<file path="src/rtl/sramc_pkg.sv">
// -----------------------------------------------------------------------------
// sramc_pkg
// Shared definitions for the SRAM controller AHB-Lite slave:
//   - AHB htrans / hresp / hsize encodings
//   - slave FSM state enumeration
// No ports (package).
// -----------------------------------------------------------------------------
package sramc_pkg;

    localparam logic [1:0] HTRANS_IDLE   = 2'b00;
    localparam logic [1:0] HTRANS_BUSY   = 2'b01;
    localparam logic [1:0] HTRANS_NONSEQ = 2'b10;
    localparam logic [1:0] HTRANS_SEQ    = 2'b11;

    localparam logic [1:0] HRESP_OKAY    = 2'b00;
    localparam logic [1:0] HRESP_ERROR   = 2'b01;

    localparam logic [2:0] HSIZE_BYTE    = 3'd0;
    localparam logic [2:0] HSIZE_HALF    = 3'd1;
    localparam logic [2:0] HSIZE_WORD    = 3'd2;

    // ST_RREG is only reachable when SRAMC_RDATA_REG_EN is defined.
    typedef enum logic [2:0] {
        ST_IDLE,
        ST_WR,
        ST_RD,
        ST_RREG,
        ST_RDATA,
        ST_ERR1,
        ST_ERR2
    } state_e;

endpackage

</file>
<file path="src/rtl/sramc_ahb_slave_if.sv">
// -----------------------------------------------------------------------------
// sramc_ahb_slave_if
// AHB-Lite signal bundle between a bus master/decoder and the SRAM controller
// slave stage.
//   master modport: drives hsel, haddr, hwrite, htrans, hsize, hburst, hwdata,
//                   hready; receives hrdata, hready_resp, hresp
//   slave modport : the reverse
// -----------------------------------------------------------------------------
interface sramc_ahb_slave_if #(
    parameter int ADDR_WIDTH = 32,
    parameter int DATA_WIDTH = 32
);
    logic                  hsel;
    logic [ADDR_WIDTH-1:0] haddr;
    logic                  hwrite;
    logic [1:0]            htrans;
    logic [2:0]            hsize;
    logic [2:0]            hburst;
    logic [DATA_WIDTH-1:0] hwdata;
    logic                  hready;
    logic [DATA_WIDTH-1:0] hrdata;
    logic                  hready_resp;
    logic [1:0]            hresp;

    modport master (
        output hsel, haddr, hwrite, htrans, hsize, hburst, hwdata, hready,
        input  hrdata, hready_resp, hresp
    );

    modport slave (
        input  hsel, haddr, hwrite, htrans, hsize, hburst, hwdata, hready,
        output hrdata, hready_resp, hresp
    );
endinterface

</file>
<file path="src/rtl/sramc_lane_dec.sv">
// -----------------------------------------------------------------------------
// sramc_lane_dec
// Combinational byte-lane decoder.
//   hsize_i     : AHB transfer size
//   addr_lo_i   : haddr[1:0]
//   lane_mask_o : one bit per byte lane, 1 = lane takes part in the transfer
//   illegal_o   : size above word, or misaligned half/word access
// -----------------------------------------------------------------------------
module sramc_lane_dec
    import sramc_pkg::*;
#(
    parameter int NUM_LANES = 4
) (
    input  logic [2:0]           hsize_i,
    input  logic [1:0]           addr_lo_i,
    output logic [NUM_LANES-1:0] lane_mask_o,
    output logic                 illegal_o
);

    always_comb begin
        lane_mask_o = '0;
        illegal_o   = 1'b0;
        case (hsize_i)
            HSIZE_BYTE: lane_mask_o = NUM_LANES'(1) << addr_lo_i;
            HSIZE_HALF: begin
                lane_mask_o = NUM_LANES'(3) << {addr_lo_i[1], 1'b0};
                illegal_o   = addr_lo_i[0];
            end
            HSIZE_WORD: begin
                lane_mask_o = '1;
                illegal_o   = |addr_lo_i;
            end
            default:    illegal_o = 1'b1;
        endcase
        // An illegal transfer must never touch the SRAM.
        if (illegal_o) begin
            lane_mask_o = '0;
        end
    end

endmodule

</file>
<file path="src/rtl/sramc_ahb_slave.sv">
// -----------------------------------------------------------------------------
// sramc_ahb_slave
// AHB-Lite slave stage of the SRAM controller. Registers the address phase and
// drives two SRAM banks (NUM_LANES byte-lane macros each) in the data phase.
// Writes complete with zero wait states, reads with one (two when
// SRAMC_RDATA_REG_EN is defined, which registers SRAM read data in an extra
// RREG state). Illegal transfers get a two-cycle ERROR response.
//
// Ports:
//   hclk, hresetn        clock, asynchronous active-low reset
//   ahb (slave modport)  AHB-Lite bus signals and responses
//   sram_addr            word address within a bank (haddr[14:2])
//   sram_wdata           write data shared by both banks
//   sram_wen             active-low write enable
//   sram_csn0/1          active-low per-lane chip selects, bank 0 / bank 1
//   sram_q0/1            bank read data, valid one cycle after a read select
//
// Optional macro: SRAMC_RDATA_REG_EN
// -----------------------------------------------------------------------------
module sramc_ahb_slave
    import sramc_pkg::*;
#(
    parameter int ADDR_WIDTH      = 32,
    parameter int DATA_WIDTH      = 32,
    parameter int SRAM_ADDR_WIDTH = 13,
    parameter int SRAM_DATA_WIDTH = 8,
    parameter int NUM_LANES       = DATA_WIDTH / SRAM_DATA_WIDTH
) (
    input  logic                       hclk,
    input  logic                       hresetn,
    sramc_ahb_slave_if.slave           ahb,
    output logic [SRAM_ADDR_WIDTH-1:0] sram_addr,
    output logic [DATA_WIDTH-1:0]      sram_wdata,
    output logic                       sram_wen,
    output logic [NUM_LANES-1:0]       sram_csn0,
    output logic [NUM_LANES-1:0]       sram_csn1,
    input  logic [DATA_WIDTH-1:0]      sram_q0,
    input  logic [DATA_WIDTH-1:0]      sram_q1
);

    localparam int BANK_BIT = SRAM_ADDR_WIDTH + 2;

    state_e                     state_q, state_d;
    logic [SRAM_ADDR_WIDTH-1:0] addr_q;
    logic                       bank_q;
    logic [NUM_LANES-1:0]       lanes_q;
    logic [DATA_WIDTH-1:0]      rdata_q, rdata_d;

    logic [NUM_LANES-1:0]       lane_mask;
    logic                       illegal;
    logic                       accept;
    logic                       sample;
    logic [DATA_WIDTH-1:0]      q_sel;
    state_e                     next_xfer;

    // hburst and the upper address bits carry no information for this slave.
    logic unused_bits;
    assign unused_bits = ^{ahb.hburst, ahb.htrans[0], ahb.haddr[ADDR_WIDTH-1:BANK_BIT+1]};

    sramc_lane_dec #(
        .NUM_LANES (NUM_LANES)
    ) u_lane_dec (
        .hsize_i     (ahb.hsize),
        .addr_lo_i   (ahb.haddr[1:0]),
        .lane_mask_o (lane_mask),
        .illegal_o   (illegal)
    );

    assign accept = ahb.hsel & ahb.hready & ahb.htrans[1];

    // Only states that drive hready_resp high can see a new address phase.
    assign sample = accept && (state_q == ST_IDLE || state_q == ST_WR ||
                               state_q == ST_RDATA || state_q == ST_ERR2);

    assign q_sel     = bank_q ? sram_q1 : sram_q0;
    assign sram_addr = addr_q;

    always_comb begin
        next_xfer = ST_IDLE;
        if (sample) begin
            if (illegal)          next_xfer = ST_ERR1;
            else if (ahb.hwrite)  next_xfer = ST_WR;
            else                  next_xfer = ST_RD;
        end
    end

    always_ff @(posedge hclk or negedge hresetn) begin
        if (!hresetn) begin
            state_q <= ST_IDLE;
            addr_q  <= '0;
            bank_q  <= 1'b0;
            lanes_q <= '0;
            rdata_q <= '0;
        end else begin
            state_q <= state_d;
            rdata_q <= rdata_d;
            if (sample) begin
                addr_q  <= ahb.haddr[BANK_BIT-1:2];
                bank_q  <= ahb.haddr[BANK_BIT];
                lanes_q <= lane_mask;
            end
        end
    end

    always_comb begin
        state_d         = state_q;
        rdata_d         = rdata_q;
        ahb.hrdata      = rdata_q;
        ahb.hready_resp = 1'b1;
        ahb.hresp       = HRESP_OKAY;
        sram_csn0       = '1;
        sram_csn1       = '1;
        sram_wen        = 1'b1;
        sram_wdata      = '0;

        unique case (state_q)
            ST_IDLE: state_d = next_xfer;

            ST_WR: begin
                sram_csn0  = bank_q ? '1 : ~lanes_q;
                sram_csn1  = bank_q ? ~lanes_q : '1;
                sram_wen   = 1'b0;
                sram_wdata = ahb.hwdata;
                state_d    = next_xfer;
            end

            ST_RD: begin
                sram_csn0       = bank_q ? '1 : ~lanes_q;
                sram_csn1       = bank_q ? ~lanes_q : '1;
                ahb.hready_resp = 1'b0;
`ifdef SRAMC_RDATA_REG_EN
                state_d         = ST_RREG;
`else
                state_d         = ST_RDATA;
`endif
            end

`ifdef SRAMC_RDATA_REG_EN
            ST_RREG: begin
                // Capture SRAM output here; RDATA then drives hrdata from rdata_q.
                ahb.hready_resp = 1'b0;
                rdata_d         = q_sel;
                state_d         = ST_RDATA;
            end

            ST_RDATA: state_d = next_xfer;
`else
            ST_RDATA: begin
                // Pass SRAM output straight through and keep a copy so hrdata
                // holds once the read is over.
                ahb.hrdata = q_sel;
                rdata_d    = q_sel;
                state_d    = next_xfer;
            end
`endif

            ST_ERR1: begin
                ahb.hresp       = HRESP_ERROR;
                ahb.hready_resp = 1'b0;
                state_d         = ST_ERR2;
            end

            ST_ERR2: begin
                ahb.hresp = HRESP_ERROR;
                state_d   = next_xfer;
            end

            default: state_d = ST_IDLE;
        endcase
    end

endmodule

</file>
<file path="src/flat_wrapper.sv">
// flat-port wrapper written by rule: the top's interface ports become plain ports
module sramc_ahb_slave_flat import sramc_pkg::*;
#(
    parameter int ADDR_WIDTH      = 32,
    parameter int DATA_WIDTH      = 32,
    parameter int SRAM_ADDR_WIDTH = 13,
    parameter int SRAM_DATA_WIDTH = 8,
    parameter int NUM_LANES       = DATA_WIDTH / SRAM_DATA_WIDTH
)
  (hclk, hresetn, sram_addr, sram_wdata, sram_wen, sram_csn0, sram_csn1, sram_q0, sram_q1, ahb_hsel, ahb_haddr, ahb_hwrite, ahb_htrans, ahb_hsize, ahb_hburst, ahb_hwdata, ahb_hready, ahb_hrdata, ahb_hready_resp, ahb_hresp);
  sramc_ahb_slave_if #(.ADDR_WIDTH(ADDR_WIDTH), .DATA_WIDTH(DATA_WIDTH)) ahb_i ();
  input  logic hclk;
  input  logic hresetn;
  output logic [SRAM_ADDR_WIDTH-1:0] sram_addr;
  output logic [DATA_WIDTH-1:0] sram_wdata;
  output logic sram_wen;
  output logic [NUM_LANES-1:0] sram_csn0;
  output logic [NUM_LANES-1:0] sram_csn1;
  input  logic [DATA_WIDTH-1:0] sram_q0;
  input  logic [DATA_WIDTH-1:0] sram_q1;
  input wire logic [$bits(ahb_i.hsel)-1:0] ahb_hsel;
  input wire logic [$bits(ahb_i.haddr)-1:0] ahb_haddr;
  input wire logic [$bits(ahb_i.hwrite)-1:0] ahb_hwrite;
  input wire logic [$bits(ahb_i.htrans)-1:0] ahb_htrans;
  input wire logic [$bits(ahb_i.hsize)-1:0] ahb_hsize;
  input wire logic [$bits(ahb_i.hburst)-1:0] ahb_hburst;
  input wire logic [$bits(ahb_i.hwdata)-1:0] ahb_hwdata;
  input wire logic [$bits(ahb_i.hready)-1:0] ahb_hready;
  output wire logic [$bits(ahb_i.hrdata)-1:0] ahb_hrdata;
  output wire logic [$bits(ahb_i.hready_resp)-1:0] ahb_hready_resp;
  output wire logic [$bits(ahb_i.hresp)-1:0] ahb_hresp;
  assign ahb_i.hsel = ahb_hsel;
  assign ahb_i.haddr = ahb_haddr;
  assign ahb_i.hwrite = ahb_hwrite;
  assign ahb_i.htrans = ahb_htrans;
  assign ahb_i.hsize = ahb_hsize;
  assign ahb_i.hburst = ahb_hburst;
  assign ahb_i.hwdata = ahb_hwdata;
  assign ahb_i.hready = ahb_hready;
  assign ahb_hrdata = ahb_i.hrdata;
  assign ahb_hready_resp = ahb_i.hready_resp;
  assign ahb_hresp = ahb_i.hresp;
  sramc_ahb_slave #(.ADDR_WIDTH(ADDR_WIDTH), .DATA_WIDTH(DATA_WIDTH), .SRAM_ADDR_WIDTH(SRAM_ADDR_WIDTH), .SRAM_DATA_WIDTH(SRAM_DATA_WIDTH), .NUM_LANES(NUM_LANES)) u_core (.hclk(hclk), .hresetn(hresetn), .ahb(ahb_i), .sram_addr(sram_addr), .sram_wdata(sram_wdata), .sram_wen(sram_wen), .sram_csn0(sram_csn0), .sram_csn1(sram_csn1), .sram_q0(sram_q0), .sram_q1(sram_q1));
endmodule
</file>
<file path="config.mk">
export PLATFORM = sky130hd
export DESIGN_NAME = sramc_ahb_slave_flat
export DESIGN_NICKNAME = d
export VERILOG_FILES = /design/src/rtl/sramc_pkg.sv /design/src/rtl/sramc_ahb_slave_if.sv /design/src/rtl/sramc_lane_dec.sv /design/src/rtl/sramc_ahb_slave.sv /design/src/flat_wrapper.sv
export SDC_FILE = /design/constraint.sdc
export NUM_CORES = 1
export LEC_CHECK = 0
export CORE_UTILIZATION = 32
export CTS_CLUSTER_DIAMETER = 120
export DETAILED_ROUTE_END_ITERATION = 8
export PLACE_DENSITY = 0.81
export SLEW_MARGIN = 40
export SYNTH_ARGS = -nofsm -noshare
export SYNTH_HDL_FRONTEND = slang
export SYNTH_SLANG_ARGS = --single-unit
export TNS_END_PERCENT = 10
</file>
<file path="constraint.sdc">
create_clock -name hclk -period 2.15 [get_ports hclk]
set_clock_uncertainty 0.15 [all_clocks]
set_input_delay 0.3225 -clock hclk [delete_from_list [all_inputs] [get_ports hclk]]
set_output_delay 0.3225 -clock hclk [all_outputs]
set_load 0.005 [all_outputs]
</file>
* After elaboration in Yosys (flattened, before gate mapping)
Cells that the tools add are included.
** Cells by class
- Equal/unequal tests :: 7
- Shift-type cells :: 2
- Muxes and demuxes :: 17
- Bitwise operators :: 3
- Reductions and logical operators :: 11
** Operator list (count)
- $mux W32 :: 3
- $mux W4 :: 5
- $pmux W4 S3 :: 1
- $eq A3 B3 Y1 const B :: 3
- $pmux W3 S3 :: 1
- $reduce_or A2 Y1 :: 4
- $eq A3 B1 Y1 const B :: 2
- $eq A3 B2 Y1 const B :: 2
- $logic_not A3 Y1 :: 2
- $mux W3 :: 2
- $not A4 Y4 :: 1
- $reduce_or A4 Y1 :: 1
- $shl A1 B2 Y4 const A :: 1
- $shl A2 B2 Y4 const A :: 1
- $logic_or A1 B1 Y1 :: 3
- $mux W1 :: 3
- $pmux W1 S3 :: 1
- $and A1 B1 Y1 :: 2
- $mux W2 :: 1
- $logic_and A1 B1 Y1 :: 1
** Word-level totals
- Register bits :: 53
- Input bits :: 141
- Output and inout bits :: 89
- Logic and storage cells :: 45

* Logic depth before layout (Yosys ltp)
Gate-level depths: netlist of the first run.
- Depth after elaboration :: 7
- Gate-level depth with buffers :: 5

* Modules after synthesis
A second synthesis of the first run with hierarchy kept.
** Unflattened totals
- Cell total of the unflattened synthesis :: 264
- Area total of the unflattened synthesis :: 2786.4 µm²
** Modules (own cells, without submodules)
- sramc_ahb_slave :: times used 1, cells an instance 245, area each 2661.3 µm²
- sramc_lane_dec :: times used 1, cells an instance 19, area each 125.1 µm²

* Worst setup path before layout of the first run
No wires, ideal clock.
- Kind :: flip-flop to flip-flop
- Start point :: register u_core.state_q[2]
- End point :: register u_core.addr_q[0], in the netlist u_core.sram_addr[0]
- Arrival :: 1.397 ns
- Path slack :: 0.478 ns
- Stages on the path, launching flop included :: 5
- Period minus slack after synthesis :: 1.672 ns
- Path through :: dfrtp_1 mux2_4 nor2_4 buf_8 mux2_4
** On the way
- Longest elaborated chain between the ends :: 5
** RTL lines
- start, declared :: line sramc_ahb_slave.sv:43 : state_e state_q, state_d;
- start signal, assigned :: line sramc_ahb_slave.sv:95 : state_q <= state_d;
- $eq A3 B1 Y1 or $logic_not A3 Y1 (tied branches) :: line sramc_ahb_slave.sv:72 : assign sample = accept && (state_q == ST_IDLE || state_q == ST_WR ||
- $logic_or A1 B1 Y1 (2 in series) :: line sramc_ahb_slave.sv:72
- $logic_or A1 B1 Y1 * :: line sramc_ahb_slave.sv:73 : state_q == ST_RDATA || state_q == ST_ERR2);
- $logic_and A1 B1 Y1 * :: line sramc_ahb_slave.sv:72
- end signal, assigned :: line sramc_ahb_slave.sv:98 : addr_q <= ahb.haddr[BANK_BIT-1:2];
- end, declared :: line sramc_ahb_slave.sv:44 : logic [SRAM_ADDR_WIDTH-1:0] addr_q;
Every way passes the cells marked *; elsewhere a longest branch is shown, timed or not.
A chain may end at the register's enable or synchronous reset.

* Final worst setup path of the first run
- Start point :: register u_core.state_q[1]
- End point :: output sram_csn1[3]
** On the way
- Longest elaborated chain between the ends :: 3
** RTL lines
- $eq A3 B2 Y1 or $eq A3 B1 Y1 (tied branches) :: line sramc_ahb_slave.sv:116 : unique case (state_q)
- $reduce_or A2 Y1 (no source line) *
- $mux W4 *
- end, declared :: line flat_wrapper.sv:18 : output logic [NUM_LANES-1:0] sram_csn1;
Marked as above.

==> results of run 1 <==
==> area by class of cell <==
class / instances / area share, %
Timing Repair Buffer: 255 / 44.1
Tap cell: 105 / 2.37
Sequential cell: 53 / 23.9
Multi-Input combinational cell: 185 / 27.3
Inverter: 2 / 0.135
Clock inverter: 3 / 0.857
Clock buffer: 5 / 1.24
==> metal layers <==
| layer | up-vias | track usage, % | wire length, µm |
|---|---|---|---|
| met2 | 142 | 40.8 | 5150 |
| met1 | 1344 | 20.2 | 3240 |
| met4 | 0 | 4.74 | 132 |
| met5 | - | 0 | 0 |
| met3 | 14 | 6.02 | 742 |
| li1 | 1361 | - | - |
==> cell usage after synthesis (2+ instances only) <==
cell / number
and2_1: 32
o31ai_1: 4
buf_2: 11
nor3_1: 3
nor3b_1: 3
nor2_1: 33
xnor2_1: 2
a21oi_1: 36
o21ai_0: 5
dfrtp_1: 53
nand2_1: 8
inv_1: 2
clkbuf_1: 3
mux2_4: 10
mux2_2: 5
mux2i_1: 32
==> worst max-delay path, cell delays in order, from the launching register on <==
cell and delay (ns):
dfrtp_1 0.43, buf_6 0.16, xnor2_4 0.15, nor3b_4 0.26
nand2_1 0.08, dlygate4sd2_1 0.26
==> cell usage in the layout, fill, tap and decap left out, types with 7 or more instances in the layout <==
cell type | netlist | routed
a21oi_1 | 36 | 10
a21oi_2 | 0 | 23
and2_1 | 32 | 11
and2_4 | 0 | 21
buf_12 | 0 | 8
buf_2 | 11 | 40
buf_4 | 1 | 26
buf_6 | 0 | 26
clkbuf_2 | 0 | 9
clkdlybuf4s50_1 | 0 | 132
dfrtp_1 | 53 | 52
mux2_4 | 10 | 10
mux2i_1 | 32 | 30
nand2_1 | 8 | 7
nor2_1 | 33 | 28
==> state kept, by name, indices dropped and copies added (netlist names) <==
signal and count:
u_core.lanes_q 4, u_core.rdata_q 32, u_core.state_q 3, u_core.sram_addr 13
u_core.bank_q 1
==> timing repair <==
action / 4_1_cts / 5_1_grt
hold buffers: 1 / 0
setup endpoints to repair: 75 / 73
setup buffers: 7 / 10
hold endpoints to repair: 22 / 0
gates resized for setup: 271 / 102
pin swaps: 5 / 22
cloned: 4 / 3
==> report_power, final <==
group / switching, mW / internal (mW) / leakage [nW]
logic: 0.662 / 0.987 / 1.77
clock network: 0.340 / 0.355 / 0.0591
registers: 0.104 / 1.26 / 0.607
==> kinds of logic (layout without fill, tap and decap cells) <==
group	count (synthesis)	in the layout	share of synthesized area, %
AO/OA/AOI/OAI	50	50	10.3
buffers and inverters	18	265	3.59
AND/OR/NAND/NOR	85	85	16.3
multiplexers	47	47	19.6
other	1	1	0.140
XOR/XNOR	2	2	0.652
flip-flops	53	53	49.4
==> worst paths after layout <==
check	startpoint	end	depth (start not counted)
worst max-delay path	u_core.state_q[1]$_DFF_PN0_	sram_csn1[3]	5
worst min-delay path	hresetn	u_core.sram_addr[5]$_DFFE_PN0P_	2
worst max register to register	u_core.state_q[0]$_DFF_PN0_	u_core.sram_addr[9]$_DFFE_PN0P_	6
worst min register to register	u_core.sram_addr[10]$_DFFE_PN0P_	u_core.sram_addr[10]$_DFFE_PN0P_	1
max in group asynchronous	hresetn	u_core.rdata_q[30]$_DFF_PN0_	3
min in group hclk	u_core.sram_addr[10]$_DFFE_PN0P_	u_core.sram_addr[10]$_DFFE_PN0P_	1
==> impl_metrics.env, run 1 <==
export IMPL_rsz0062_at_grt="true"
export IMPL_finalSetupViolCount=0
export IMPL_grt_pass1_wl_mm=13.8
export IMPL_drtIter0Drc=63
export IMPL_postRouteWirelength_mm=9.27
export IMPL_synth_cell_type_count=30
export IMPL_worstMarginPinSlew_ns=0.538
export IMPL_die_height_um=93.6
export IMPL_crit_type="reg2out"
export IMPL_num_vias=2861
export IMPL_cts_buffers=5
export IMPL_dpl_cell_area_um2=5060
export IMPL_outcome="complete, no violations"
export IMPL_critPathCaptureType="primary output"
export IMPL_via_per_inst=4.71
export IMPL_async_reset_ff_share_pct=100
export IMPL_max_slew_margin_pct=64.2
export IMPL_grt_ovfl_total=0
export IMPL_p_total_mw=3.71
export IMPL_synthFlopType="dfrtp_1"
export IMPL_n_antenna_cell=0
export IMPL_gp_congestion=0.810
export IMPL_drc=0
export IMPL_wl_per_cell_um=15.3
export IMPL_synth_area_top_cells="dfrtp_1 (49%), mux2i_1 (12%), and2_1 (7.5%), a21oi_1 (6.7%), mux2_4 (5.6%)"
export IMPL_ios=230
export IMPL_syn2layout_area_growth_pct=107
export IMPL_cp_max_fo=5
export IMPL_register_area_um2=1330
export IMPL_multi_input_comb_area_um2=1520
export IMPL_cts_root_buffer="clkbuf_8"
export IMPL_crit_path_start_kind="register"
export IMPL_clkLatencyLatePin_ns=0.31
export IMPL_ant_nets=0
export IMPL_syn_inst=256
export IMPL_cap_violations=0
export IMPL_cts_tree="done"
export IMPL_antenna_found_initial=0
export IMPL_dp_worst_setup_slack_ns=-0.102
export IMPL_slew_violations=0
export IMPL_grt_pass1_vias=2983
export IMPL_fmaxAchievable_mhz=470
export IMPL_crit_required_ns=1.68
export IMPL_yosys_area_top_type_share_pct=49.4
export IMPL_fin_crit_ns=2.13
export IMPL_dp_cells=577
export IMPL_rrSetupSlack_ns=0.26
export IMPL_synth_edf_count=0
export IMPL_die_w_um=93.6
export IMPL_synth_seq_cells=53
export IMPL_drive_gt1_share_pct=40.4
export IMPL_hold_class="in2async"
export IMPL_synth_top_area_cell="dfrtp_1"
export IMPL_avgSynthCellArea_um2=10.5
export IMPL_fin_util_pct=67.8
export IMPL_tns_ns=0
export IMPL_die_area_um2=8760
export IMPL_finalCritPeriodShare_pct=98.9
export IMPL_dr_pass1_iters=4
export IMPL_p_leak_nw=2.44
export IMPL_cp_arrival_ns=1.65
export IMPL_holdWs_ns=0.371
export IMPL_ir_worst_vdd_uv=269
export IMPL_io_buffers=208
export IMPL_clkSlewWorstSetupHoldPaths_ns=0.11
export IMPL_cts_buffer_depth=2
export IMPL_hpwl_mm=6.61
export IMPL_design_area_um2=5550
export IMPL_power_density_nw_per_um2=669
export IMPL_instances_no_fill=608
export IMPL_grt_max_degree=33
export IMPL_initial_core_util_pct=32.8
export IMPL_ys_warn_count=0
export IMPL_ys_seq_area_share_pct=49.4
export IMPL_htree_levels=2
export IMPL_syn_cell_area_um2=2690
export IMPL_numClockSinks=53
export IMPL_final_nets=643
export IMPL_nFillCells=632
export IMPL_hold_viol_final=0
export IMPL_syn_nets=397
export IMPL_coreArea_um2=8180
export IMPL_rows=33
export IMPL_worst_slack_ns=0.0242
export IMPL_track_usage_pct=20.4
No activity file was read; power rests on OpenSTA's default activity.
==> inputs of run 2 (changes only) <==
- ABC_CLOCK_PERIOD_IN_PS: not set -> 2150
==> results of run 2 <==
No change in the layout: final DEF, timing and power equal those of run 1.
